$ cat src/rtl/aes_state_iter.sv
// Iterative AES state register: load, NROUNDS external round updates, drain.
// Owns the round counter and the valid/ready sequencing around the datapath.
module aes_state_iter #(
  parameter  int WIDTH   = 128,
  parameter  int NROUNDS = 10,
  localparam int RCW     = $clog2(NROUNDS + 1)
) (
  input  logic             clk,
  input  logic             reset,
  input  logic             flush,
  input  logic             in_valid,
  output logic             in_ready,
  input  logic [WIDTH-1:0] in_state,
  input  logic             round_en,
  input  logic [WIDTH-1:0] round_state,
  output logic [WIDTH-1:0] curr_state,
  output logic [RCW-1:0]   round,
  output logic             out_valid,
  input  logic             out_ready,
  output logic [WIDTH-1:0] out_state,
  output logic             busy
);

  typedef enum logic [1:0] {
    IDLE,
    RUN,
    DONE
  } st_t;

  st_t  st;
  logic last;

  assign last = (round == RCW'(NROUNDS));

  always_ff @(posedge clk) begin
    if (reset) begin
      st         <= IDLE;
      curr_state <= '0;
      round      <= '0;
    end else if (flush) begin
      st    <= IDLE;
      round <= '0;
    end else begin
      unique case (st)
        IDLE: begin
          if (in_valid) begin
            curr_state <= in_state;
            round      <= RCW'(1);
            st         <= RUN;
          end
        end
        RUN: begin
          if (round_en) begin
            curr_state <= round_state;
            if (last) st <= DONE;
            else      round <= round + RCW'(1);
          end
        end
        DONE: begin
          // back-to-back: a waiting block loads on the drain edge
          if (out_ready) begin
            if (in_valid) begin
              curr_state <= in_state;
              round      <= RCW'(1);
              st         <= RUN;
            end else begin
              round <= '0;
              st    <= IDLE;
            end
          end
        end
        default: begin
          st    <= IDLE;
          round <= '0;
        end
      endcase
    end
  end

  assign in_ready  = !reset && !flush &&
                     ((st == IDLE) || ((st == DONE) && out_ready));
  assign out_valid = (st == DONE);
  assign out_state = curr_state;
  assign busy      = (st != IDLE);

endmodule

$ cat config.mk
export PLATFORM = sky130hd
export DESIGN_NAME = aes_state_iter
export DESIGN_NICKNAME = d
export VERILOG_FILES = /design/src/rtl/aes_state_iter.sv
export SDC_FILE = /design/constraint.sdc
export NUM_CORES = 1
export LEC_CHECK = 0
export CAP_MARGIN = 10
export CORE_AREA = 2 2 201 203
export CTS_CLUSTER_DIAMETER = 100
export DETAILED_ROUTE_END_ITERATION = 8
export DIE_AREA = 0 0 203 205
export GPL_TIMING_DRIVEN = 1
export PLACE_DENSITY = 0.49
export SKIP_CTS_REPAIR_TIMING = 1
export SLEW_MARGIN = 20
export SYNTH_ARGS = -nofsm -noshare
export SYNTH_HDL_FRONTEND = slang
export SYNTH_SLANG_ARGS = --single-unit
$ cat constraint.sdc
create_clock -name clk -period 2.77 [get_ports clk]
set_input_delay 0.4155 -clock clk [delete_from_list [all_inputs] [get_ports clk]]
set_output_delay 0.4155 -clock clk [all_outputs]
set_load 0.1 [all_outputs]
Yosys cells after proc, flatten, opt, wreduce, memory -nomap -nowiden
Cells that the tools add are included.
{"block": "word_totals", "ff_bits": 134, "input_bits": 262, "wordCells": 42}
{"block": "op_classes", "addsub": 1, "eq_ne": 8, "muxes": 16, "bitwise_logic": 1, "n_reduce_logical": 13}
{"cell": "$mux W128", "n": 3}
{"cell": "$pmux W128 S3", "n": 1}
{"cell": "$mux W4", "n": 4}
{"cell": "$pmux W4 S3", "n": 1}
{"cell": "$reduce_and A4 Y1", "n": 3}
{"cell": "$mux W2", "n": 4}
{"cell": "$ne A2 B2 Y1 const B", "n": 4}
{"cell": "$pmux W2 S3", "n": 1}
{"cell": "$add A4 B1 Y4 const B", "n": 1}
{"cell": "$eq A4 B4 Y1 const B", "n": 1}
{"cell": "$logic_and A1 B1 Y1", "n": 3}
{"cell": "$reduce_bool A3 Y1", "n": 1}
{"cell": "$eq A2 B1 Y1 const B", "n": 1}
{"cell": "$eq A2 B2 Y1 const B", "n": 1}
{"cell": "$logic_not A1 Y1", "n": 2}
{"cell": "$logic_not A2 Y1", "n": 1}
{"cell": "$mux W1", "n": 2}
{"cell": "$ne A2 B1 Y1 const B", "n": 1}
{"cell": "$reduce_bool A2 Y1", "n": 1}
{"cell": "$reduce_or A2 Y1", "n": 1}
{"cell": "$logic_or A1 B1 Y1", "n": 1}
{"cell": "$not A1 Y1", "n": 1}

Logic depth before layout (Yosys ltp)
{"block": "logic_depth", "ltp_word": 4, "ltp_mapped": 7, "mapped_depth_nobuf": 6}

Worst setup path before layout
OpenSTA, ideal clock, no wires.
{"block": "synth_timing", "path_type": "reg2out", "from": "register st[1]", "to": "output port out_valid", "t_arrival_ps": 1926, "path_slack_ps": 429, "stages_incl_launch_ff": 3, "cell_sequence": "dfxtp_1 -> clkbuf_1 -> nor2b_1"}
{"block": "synth_via", "elab_chain_cells": 1}
{"element": "from (decl)", "line_no": "30", "rtl": "st_t st;"}
{"element": "from (signal assigned)", "line_no": "37", "rtl": "st <= IDLE;"}
{"element": "from (signal assigned)", "line_no": "41", "rtl": "st <= IDLE;"}
{"element": "from (signal assigned)", "line_no": "49", "rtl": "st <= RUN;"}
{"element": "$eq A2 B2 Y1", "line_no": "82", "rtl": "assign out_valid = (st == DONE);"}
{"element": "to (decl)", "line_no": "18", "rtl": "output logic out_valid,"}
Every way passes these cells.

Final worst setup path
{"block": "layout_timing", "from": "input port flush", "to": "output port in_ready"}
{"block": "layout_via", "elab_chain_cells": 3}
{"element": "from (decl)", "line_no": "10", "rtl": "input logic flush,"}
{"element": "$logic_not A1 Y1", "line_no": "80", "rtl": "assign in_ready = !reset && !flush &&"}
{"element": "$logic_and A1 B1 Y1 (2 in series)", "line_no": "80"}
{"element": "to (decl)", "line_no": "12", "rtl": "output logic in_ready,"}
Every way passes these cells.

==> results.json <==
{
  "cts-htree-levels": 4,
  "internal-power_mw": 4.70,
  "critical_path_peak_fanout": 3,
  "setup_ws_ns": 0.688,
  "regToRegSetupSlack_ns": 0.78,
  "ys_top_cells_by_area": "sky130_fd_sc_hd__dfxtp_1, sky130_fd_sc_hd__mux2i_1, sky130_fd_sc_hd__buf_4, sky130_fd_sc_hd__a311oi_1, sky130_fd_sc_hd__a21oi_1",
  "hold_violations": 0,
  "pin_count_of_the_biggest_net_entering_global_routing": 68,
  "synth.ff_latch_count": 134,
  "total_global_routing_track_utilization_pct": 13.5,
  "synth_cell_types": 31,
  "antenna_cells": 0,
  "grt_first_pass_wirelength_um": 42500,
  "drt-initial-drc-count": 247,
  "setup.worst_path.end_class": "primary output",
  "placed_cell_count": 1651,
  "clk_pin_slew_ns": 0.06,
  "yosys.area.top_type": "sky130_fd_sc_hd__dfxtp_1",
  "post_layout_nonfiller_instances": 1681,
  "max_freq_mhz": 480,
  "vias_in_the_first_global_route": 6875,
  "part_of_the_power_in_registers_pct": 26.2,
  "power.switching_mw": 3.97,
  "post_layout_minimum_cycle_time_ns": 2.08,
  "viasPerCell": 4.32,
  "tightest_slew_ns": 0.830,
  "power-per-cell-area_nw_per_um2": 699,
  "post_synth.cell_area_avg_um2": 9.66,
  "place.detailed.hpwl_um": 22900,
  "syn-cell-area_um2": 7500,
  "cts_sinks": 134,
  "synth_cells": 777,
  "syn_nets": 1041,
  "placement.cell_area_um2": 11800,
  "fin_total_pwr_mw": 8.67,
  "final_max_slew_viol_count": 0,
  "crit_type": "in -> out",
  "buffer_cell_driving_the_clock_tree_root": "sky130_fd_sc_hd__clkbuf_16",
  "worst_ir_drop_vdd_mv": 0.326,
  "detailroute.via_count": 7263,
  "finClkSkew_ns": 0.0115,
  "cts_buffer_depth": 2,
  "outcome": "finished clean",
  "combinationalPowerShare_pct": 44.5,
  "start_util_pct": 19.1,
  "fp.coreArea_um2": 39400,
  "cts_made_buffers": 17,
  "dieHeight_um": 205,
  "firstDrtPassIters": 6,
  "critical_path_arrival_ns": 1.67,
  "die_x_um": 203,
  "clk-insertion-delay-late_ns": 0.42,
  "critPathLaunchType": "input port",
  "crit_required_ns": 2.35,
  "cap_violations": 0,
  "totalNegativeSetupSlack_ns": 0,
  "cts_tree": "done",
  "num_io_pins": 525,
  "buffer_ports.inserted": 524,
  "synth.yosys.seq_area_share_pct": 35.8,
  "overflow": 0,
  "hold_class": "in -> reg",
  "timing.max_slew.rel_slack_pct": 44.7,
  "floorplan.die_area_um2": 41600,
  "synthToLayoutAreaGrowth_pct": 65.4,
  "finalInstanceArea_um2": 12400,
  "period_share_pct": 75.2,
  "p_leak_nw": 4.79,
  "num_rows": 73,
  "post-place-ws_ns": 0.399,
  "netlist.area_leader.share_pct": 35.8,
  "setup_viol": 0,
  "nFillCells": 4066,
  "drcViolationCount": 0,
  "proportion_of_layout_cells_with_a_drive_suffix_above_1_pct": 31.1,
  "gp_routability_congestion": 0.783,
  "antenna_left": 0,
  "antenna_found_initial": 0,
  "rsz0062_at_grt": "false",
  "power.switching_fraction_pct": 45.8,
  "totalWireLength_um": 29800,
  "number_of_nets_in_the_finished_design": 1409,
  "clkPwrFrac_pct": 29.3,
  "routed_wire_length_per_instance_um": 17.7,
  "yosysWarningCount": 0
}
-- Yosys cell counts --
master and instances:
sky130_fd_sc_hd__clkbuf_1 48, sky130_fd_sc_hd__inv_1 2, sky130_fd_sc_hd__nand2b_1 2, sky130_fd_sc_hd__nor4_1 1, sky130_fd_sc_hd__clkbuf_4 6, sky130_fd_sc_hd__and3b_1 1, sky130_fd_sc_hd__nand3b_1 2, sky130_fd_sc_hd__a311oi_1 118
sky130_fd_sc_hd__a311oi_2 10, sky130_fd_sc_hd__buf_1 2, sky130_fd_sc_hd__buf_6 1, sky130_fd_sc_hd__or3b_1 1, sky130_fd_sc_hd__mux2_2 1, sky130_fd_sc_hd__o21ai_0 4, sky130_fd_sc_hd__or3_1 1, sky130_fd_sc_hd__nor2_1 5
sky130_fd_sc_hd__or2_2 2, sky130_fd_sc_hd__o221ai_1 1, sky130_fd_sc_hd__buf_2 12, sky130_fd_sc_hd__dfxtp_1 134, sky130_fd_sc_hd__a21oi_2 10, sky130_fd_sc_hd__buf_4 146, sky130_fd_sc_hd__ha_1 2, sky130_fd_sc_hd__nand3_1 3
sky130_fd_sc_hd__nor4b_1 1, sky130_fd_sc_hd__mux2i_1 129, sky130_fd_sc_hd__nor2b_1 3, sky130_fd_sc_hd__nand2_1 2, sky130_fd_sc_hd__o2bb2ai_2 1, sky130_fd_sc_hd__a21oi_1 125, sky130_fd_sc_hd__a31oi_1 1
-- layout make-up --
type                            count  area, um2  area share (%)
Tap cell                          525        657            5.29
Clock inverter                     12        203            1.63
Multi-Input combinational cell    426       3430            27.7
Clock buffer                       18        439            3.54
Sequential cell                   134       2680            21.6
Inverter                            2       15.0           0.121
Timing Repair Buffer              564       4980            40.2
-- layout by cell type (no fill, tap or decap) --
| cell | instances |
|---|---|
| sky130_fd_sc_hd__a21oi_1 | 125 |
| sky130_fd_sc_hd__a21oi_2 | 10 |
| sky130_fd_sc_hd__a311oi_1 | 118 |
| sky130_fd_sc_hd__a311oi_2 | 10 |
| sky130_fd_sc_hd__a31oi_1 | 1 |
| sky130_fd_sc_hd__and3b_1 | 1 |
| sky130_fd_sc_hd__buf_12 | 8 |
| sky130_fd_sc_hd__buf_4 | 296 |
| sky130_fd_sc_hd__bufinv_16 | 5 |
| sky130_fd_sc_hd__clkbuf_16 | 17 |
| sky130_fd_sc_hd__clkbuf_8 | 1 |
| sky130_fd_sc_hd__clkdlybuf4s50_1 | 260 |
| sky130_fd_sc_hd__clkinv_2 | 2 |
| sky130_fd_sc_hd__clkinv_4 | 3 |
| sky130_fd_sc_hd__clkinvlp_4 | 1 |
| sky130_fd_sc_hd__dfxtp_1 | 134 |
| sky130_fd_sc_hd__ha_1 | 2 |
| sky130_fd_sc_hd__inv_1 | 1 |
| sky130_fd_sc_hd__inv_6 | 1 |
| sky130_fd_sc_hd__inv_8 | 1 |
| sky130_fd_sc_hd__mux2_2 | 1 |
| sky130_fd_sc_hd__mux2i_1 | 129 |
| sky130_fd_sc_hd__nand2_1 | 2 |
| sky130_fd_sc_hd__nand2b_1 | 2 |
| sky130_fd_sc_hd__nand3_1 | 3 |
| sky130_fd_sc_hd__nand3b_1 | 2 |
| sky130_fd_sc_hd__nor2_1 | 5 |
| sky130_fd_sc_hd__nor2b_1 | 2 |
| sky130_fd_sc_hd__nor2b_4 | 1 |
| sky130_fd_sc_hd__nor4_1 | 1 |
| sky130_fd_sc_hd__nor4b_1 | 1 |
| sky130_fd_sc_hd__o21ai_0 | 4 |
| sky130_fd_sc_hd__o221ai_1 | 1 |
| sky130_fd_sc_hd__o2bb2ai_4 | 1 |
| sky130_fd_sc_hd__or2_2 | 2 |
| sky130_fd_sc_hd__or3_1 | 1 |
| sky130_fd_sc_hd__or3b_1 | 1 |
-- state kept, by name, summed over array words and instances, names as in the netlist --
signal,flops
st,2
round,4
curr_state,128
-- logic make-up (layout without fill, tap and decap cells) --
family / count (synthesis) / in the layout / synth area share, %
multiplexers: 130 / 130 / 17.4
adder cells (fa/ha/maj): 2 / 2 / 0.333
AND/OR/NAND/NOR: 24 / 24 / 1.85
buffers and inverters: 217 / 596 / 18.8
AO/OA/AOI/OAI: 270 / 270 / 25.9
flip-flops: 134 / 134 / 35.8
-- worst max-delay path, cell delays in order --
cell and delay (ns):
sky130_fd_sc_hd__clkdlybuf4s50_1 0.55, sky130_fd_sc_hd__nor2_1 0.23, sky130_fd_sc_hd__nand2_1 0.07, sky130_fd_sc_hd__nor2_1 0.18
sky130_fd_sc_hd__buf_12 0.21
-- final timing paths --
check                                              endpoint  cells after the start                        start
worst min-delay path                  round[0]$_SDFFE_PP0P_                      4                        reset
worst min register to register  curr_state[53]$_SDFFE_PP0P_                      2  curr_state[53]$_SDFFE_PP0P_
worst max register to register  curr_state[50]$_SDFFE_PP0P_                      4           st[0]$_SDFFE_PP0P_
worst max-delay path                               in_ready                      5                        flush
-- per-layer routing --
metal	vias to the layer above	GRT usage, %	part of all wire, %
li1	3576	-	-
met1	3358	16.3	41
met2	314	24.0	51
met3	15	2.91	6.2
met4	0	3.86	1.2
met5	-	0	0
-- per-stage QoR --
step / hold WS, ns / utilization [%]
6_report: 0.356 / 31.5
5_1_grt: 0.346 / 31.5
4_1_cts: 0.321 / 31.5
3_5_place_dp: 0.534 / 29.9
3_3_place_gp: 0.524 / 29.9
2_1_floorplan: 0.617 / -
-- power by group through the flow --
stage	clock (mW)	combinational (mW)	sequential [mW]
after floorplan	0	1.94	3.37
after global placement	0	3.87	2.32
after detailed placement	0	3.88	2.32
after CTS	2.64	3.88	2.28
after global routing	2.71	3.99	2.30
final	2.54	3.86	2.27
Power figures use the tool's default switching activity.
